[src/rtl/seven_seg_decoder_if.sv]
// Digit-side signal bundle for one seven-segment digit: the code and display
// controls driven in, and the registered segment lines and invalid flag back out.
interface seven_seg_decoder_if;
    logic [3:0] bcd;
    logic       blank;
    logic       lamp_test;
    logic [6:0] segments;
    logic       invalid;

    modport master (
        output bcd, blank, lamp_test,
        input  segments, invalid
    );

    modport slave (
        input  bcd, blank, lamp_test,
        output segments, invalid
    );
endinterface

[src/rtl/seven_seg_decoder.sv]
// Registered BCD-to-seven-segment decoder for one active-low common-anode digit.
// Build option: define SEVEN_SEG_HEX_EN to show hex letters A-F for codes 10-15.
module seven_seg_decoder (
    input logic                clk,
    input logic                rst,
    seven_seg_decoder_if.slave bus
);

    logic [6:0] glyph;
    logic [6:0] seg_next;
    logic       invalid_next;

    // Active-low patterns: bit0=a .. bit6=g, 0 lights the segment.
    always_comb begin
        glyph = '1;
        unique case (bus.bcd)
            4'd0:    glyph = 7'h40;
            4'd1:    glyph = 7'h79;
            4'd2:    glyph = 7'h24;
            4'd3:    glyph = 7'h30;
            4'd4:    glyph = 7'h19;
            4'd5:    glyph = 7'h12;
            4'd6:    glyph = 7'h02;
            4'd7:    glyph = 7'h78;
            4'd8:    glyph = 7'h00;
            4'd9:    glyph = 7'h10;
`ifdef SEVEN_SEG_HEX_EN
            4'd10:   glyph = 7'h08;
            4'd11:   glyph = 7'h03;
            4'd12:   glyph = 7'h46;
            4'd13:   glyph = 7'h21;
            4'd14:   glyph = 7'h06;
            4'd15:   glyph = 7'h0E;
`else
            default: glyph = '1;
`endif
        endcase
    end

    // invalid depends only on the code, never on blank/lamp_test or the build.
    always_comb begin
        seg_next     = glyph;
        invalid_next = (bus.bcd >= 4'd10);
        if (bus.lamp_test) begin
            seg_next = '0;
        end else if (bus.blank) begin
            seg_next = '1;
        end
    end

    always_ff @(posedge clk) begin
        if (rst) begin
            bus.segments <= '1;
            bus.invalid  <= 1'b0;
        end else begin
            bus.segments <= seg_next;
            bus.invalid  <= invalid_next;
        end
    end

endmodule

[src/flat_wrapper.sv]
// flat-port wrapper written by rule: the top's interface ports become plain ports
module seven_seg_decoder_flat 
  (clk, rst, bus_bcd, bus_blank, bus_lamp_test, bus_segments, bus_invalid);
  seven_seg_decoder_if bus_i ();
  input logic clk;
  input logic rst;
  input wire logic [$bits(bus_i.bcd)-1:0] bus_bcd;
  input wire logic [$bits(bus_i.blank)-1:0] bus_blank;
  input wire logic [$bits(bus_i.lamp_test)-1:0] bus_lamp_test;
  output wire logic [$bits(bus_i.segments)-1:0] bus_segments;
  output wire logic [$bits(bus_i.invalid)-1:0] bus_invalid;
  assign bus_i.bcd = bus_bcd;
  assign bus_i.blank = bus_blank;
  assign bus_i.lamp_test = bus_lamp_test;
  assign bus_segments = bus_i.segments;
  assign bus_invalid = bus_i.invalid;
  seven_seg_decoder u_core (.clk(clk), .rst(rst), .bus(bus_i));
endmodule
[config.mk]
export PLATFORM = sky130hd
export DESIGN_NAME = seven_seg_decoder_flat
export DESIGN_NICKNAME = d
export VERILOG_FILES = /design/src/rtl/seven_seg_decoder_if.sv /design/src/rtl/seven_seg_decoder.sv /design/src/flat_wrapper.sv
export SDC_FILE = /design/constraint.sdc
export NUM_CORES = 1
export LEC_CHECK = 0
export BUFFER_PORTS_ARGS = -buffer_cell sky130_fd_sc_hd__buf_2
export CAP_MARGIN = 25
export CORE_AREA = 3 3 40 42
export DETAILED_ROUTE_END_ITERATION = 10
export DIE_AREA = 0 0 43 45
export GPL_TIMING_DRIVEN = 1
export PLACE_DENSITY = 0.64
export SYNTH_ARGS = -nofsm -noshare
export SYNTH_HDL_FRONTEND = slang
export SYNTH_SLANG_ARGS = --single-unit
[constraint.sdc]
create_clock -name clk -period 1.7 [get_ports clk]
set_input_delay 0.34 -clock clk [delete_from_list [all_inputs] [get_ports clk]]
set_output_delay 0.34 -clock clk [all_outputs]
set_load 0.02 [all_outputs]
# ---- Word-level counts from Yosys, hierarchy flattened
# Memories as Yosys holds them, arrays and structs flattened.
# Cells that the tools add are included.
dict set report totals {
  romBits 112
  regBits 8
  memories 1
}
dict set report classes {
  mux 2
  magnitude_cmp 1
}
# memory words word_bits rd rd_ports_with_merged_regs write_ports line
set mem_list {}
lappend mem_list {{(no name shown)} 16 7 1 0 0 seven_seg_decoder.sv:16} ;# unique case (bus.bcd)
# cell count
set op_table {}
lappend op_table {{$mux W7} 2}
lappend op_table {{$ge A4 B4 Y1 const B} 1}

# ---- Logic depth before layout (Yosys ltp)
# An unclocked memory read counts as a cell.
dict set report logic_depth {
  ltp_word 3
  ltp_mapped 5
}

# ---- Least setup slack after synthesis
# No wires, ideal clock.
dict set report synth_timing {
  kind {input -> register}
  start {in bus_bcd[2]}
  end {reg u_core.bus.segments[2]}
  setup_slack_ps 530
  setup_time_ps 131
  path_buffers 1
  cell_stages 4
  t_arrival_ps 1039
  path_cell_list {buf_6 or2_4 a221oi_4 o41ai_1}
}
dict set report synth_between {
  elab_chain_cells 3
}
# element line
set synth_lines {}
lappend synth_lines {{from (decl)} flat_wrapper.sv:7} ;# input wire logic [$bits(bus_i.bcd)-1:0] bus_bcd;
lappend synth_lines {{$mem_v2 Z16 W7} --}
lappend synth_lines {{$mux W7} seven_seg_decoder.sv:46} ;# end else if (bus.blank) begin
lappend synth_lines {{$mux W7} seven_seg_decoder.sv:44} ;# if (bus.lamp_test) begin
lappend synth_lines {{to (signal assigned)} seven_seg_decoder.sv:56} ;# bus.segments <= seg_next;
lappend synth_lines {{to (decl)} seven_seg_decoder_if.sv:17} ;# output segments, invalid
# No other way between the ends.
# A chain may end at the register's enable or synchronous reset.

# ---- Worst setup path after layout
dict set report layout_timing {
  start {in bus_bcd[1]}
  end {reg u_core.bus.segments[3]}
}
# Same word-level chain as after synthesis.

==> impl_metrics.json <==
{
  "cp.depth": 6,
  "outcome": "completed",
  "rsz0062_at_grt": "false",
  "wire_per_inst_um": 9.85,
  "p_leak_nw": 0.275,
  "final_antenna_net_count": 0,
  "syn_inst": 50,
  "hold_depth": 3,
  "gr-total-overflow": 0,
  "hp-start": "rst",
  "grt_first_pass_wirelength_um": 1480,
  "drive_above_1_share_pct": 33.3,
  "vdd_drop_max_v": 0.000238,
  "period_needed_ps": 1060,
  "cts-buffers-inserted": 3,
  "seq_area_frac_synth_pct": 33.6,
  "grtUsageTotal_pct": 9.83,
  "cts_resized": 0,
  "die_h_um": 45,
  "synth-seq-cells": 8,
  "crit_required_ps": 1860,
  "nFillCells": 136,
  "clk_pin_slew_ps": 50,
  "area_delta_synth_final_pct": 21.0,
  "yosysWarnings": 0,
  "seqCellArea_um2": 160,
  "post-cts-setup-buffer-count": 0,
  "maxCapViolations": 0,
  "syn_avg_cell_area_um2": 9.53,
  "crit_buf_inv": 2,
  "antenna_found_initial": 0,
  "crit_slowest_cell": "ha_1",
  "slew_headroom_pct": 81.9,
  "top_layer": "met4",
  "slowest_delay_ps": 290,
  "initial_core_util_pct": 37.1,
  "routabilityCongestion": 0.767,
  "fin_ws_ps": 644,
  "worst_slew_pin_slew_ps": 268,
  "syn-cell-area_um2": 477,
  "io_pins": 16,
  "clockBufferDepth": 2,
  "multi_input_area_um2": 282,
  "cts.sinks": 8,
  "die_w_um": 43,
  "cts_root_buf": "clkbuf_4",
  "hold_violations": 0,
  "nNetsFinal": 82,
  "max_freq_mhz": 947,
  "die-area_mm2": 0.00194,
  "drc_errors": 0,
  "dr_wl_met3_um": 46,
  "crit_arrival_ps": 1210,
  "core_mm2": 0.00128,
  "fin_crit_sh_pct": 62.1,
  "n_antenna_cell": 0,
  "report.final.setup_viol": 0,
  "hold_slack_ps": 352,
  "first_pass_iters": 4,
  "yosysUniqueCellTypes": 21,
  "cts_tree": "built",
  "crit_fanout": 8,
  "crit_chain": "buf_2 > inv_1 > ha_1 > nand2_1 > o21ai_0 > o31ai_1",
  "syn-num-nets": 64,
  "placementRows": 13,
  "end_kind": "register",
  "grt_start_max_net_pins": 14,
  "crit_family": "adder cells",
  "hp-class": "primary input to register",
  "drtIter0Drc": 4,
  "port-buffer-count": 15,
  "wl_met1_um": 349,
  "pre_cts_ws_ps": 393,
  "hold_end": "u_core.bus.segments[0]",
  "drt-total-wl_um": 798,
  "dr_wl_met2_um": 394,
  "total_power_mw": 0.441,
  "cts_htree_levels": 1,
  "ctsHoldBuffers": 0,
  "grt_pass1_vias": 361,
  "startpoint_type": "primary input",
  "power.density_mw_per_mm2": 765,
  "fin_setup_tns_ps": 0,
  "avgViaCountPerCell": 4.74,
  "vias": 384,
  "slew_violations": 0,
  "crit_type": "primary input to register",
  "place_hpwl_um": 671
}
[layout make-up]
cell class	count	area share [%]
Multi-Input combinational cell	35	48.8
Sequential cell	8	27.8
Timing Repair Buffer	15	13.0
Clock buffer	3	3.90
Inverter	5	3.25
Tap cell	15	3.25
[tightest hold or removal path: stages]
cell	delay, ps
buf_2	120
a221oi_4	40
o31ai_1	60
[layer usage]
layer	vias to the layer above	GRT usage (%)
met5	-	0
met4	0	5.42
met3	2	0.398
met2	10	17.7
met1	164	11.8
li1	208	-
[where the power goes]
group          switching (mW)  internal, mW  total, mW
clock                  0.0572        0.0803      0.137
sequential            0.00209         0.201      0.204
combinational          0.0610        0.0395      0.100
[sequential cells by signal (all words and copies together), names as in the netlist]
register,count
u_core.bus.invalid,1
u_core.bus.segments,7
[logic make-up after synthesis]
logic type | synth area share [%]
simple gates | 13.9
fa+ha+maj | 15.7
mux | 2.10
buf+inv | 7.35
flops | 33.6
compound gates | 27.3
[through the flow]
step	utilization [%]	std cells	area [um2]
6_report	44.9	81	577
5_1_grt	44.9	81	577
4_1_cts	44.9	81	577
3_5_place_dp	43.1	78	554
3_3_place_gp	43.1	78	554
2_1_floorplan	-	50	477
[placed cells by master (no fill, tap or decap)]
master and count:
buf_2 15, nor3b_1 1, a211oi_1 1, o21ba_2 1, a21oi_1 4, a221oi_4 1
or2_2 1, inv_1 5, o41ai_1 1, nand2_1 2, dfxtp_1 8, nor2_1 1
o211a_1 1, clkbuf_4 3, and2b_1 1, o31ai_1 3, or2_4 1, ha_1 6
o21ai_0 5, mux2i_1 1, nand2b_1 4
[how the worst max path moves through the flow]
| stage | from | end | slack [ps] |
|---|---|---|---|
| 2_1_floorplan | bus_bcd[2] | u_core.bus.segments[2] | 530 |
| 3_3_place_gp | bus_bcd[2] | u_core.bus.segments[2] | 410 |
| 3_5_place_dp | bus_bcd[1] | u_core.bus.segments[3] | 390 |
| 4_1_cts | bus_bcd[1] | u_core.bus.segments[3] | 640 |
| 5_1_grt | bus_bcd[1] | u_core.bus.segments[1] | 550 |
| 6_report | bus_bcd[1] | u_core.bus.segments[3] | 640 |
[synthesized netlist by cell type]
master	count	area share, %
a211oi_1	1	1.6
a21oi_1	4	4.2
a221oi_4	1	5.5
and2b_1	1	1.6
buf_2	1	1.0
buf_6	1	2.4
dfxtp_1	8	34
ha_1	6	16
inv_1	5	3.9
mux2i_1	1	2.1
nand2_1	2	1.6
nand2b_1	4	5.2
nor2_1	1	0.79
nor3b_1	1	1.6
o211a_1	1	2.1
o21ai_0	5	5.2
o21ba_2	1	2.1
o31ai_1	3	4.7
o41ai_1	1	1.8
or2_2	1	1.3
or2_4	1	1.8
Power figures use the tool's default switching activity.
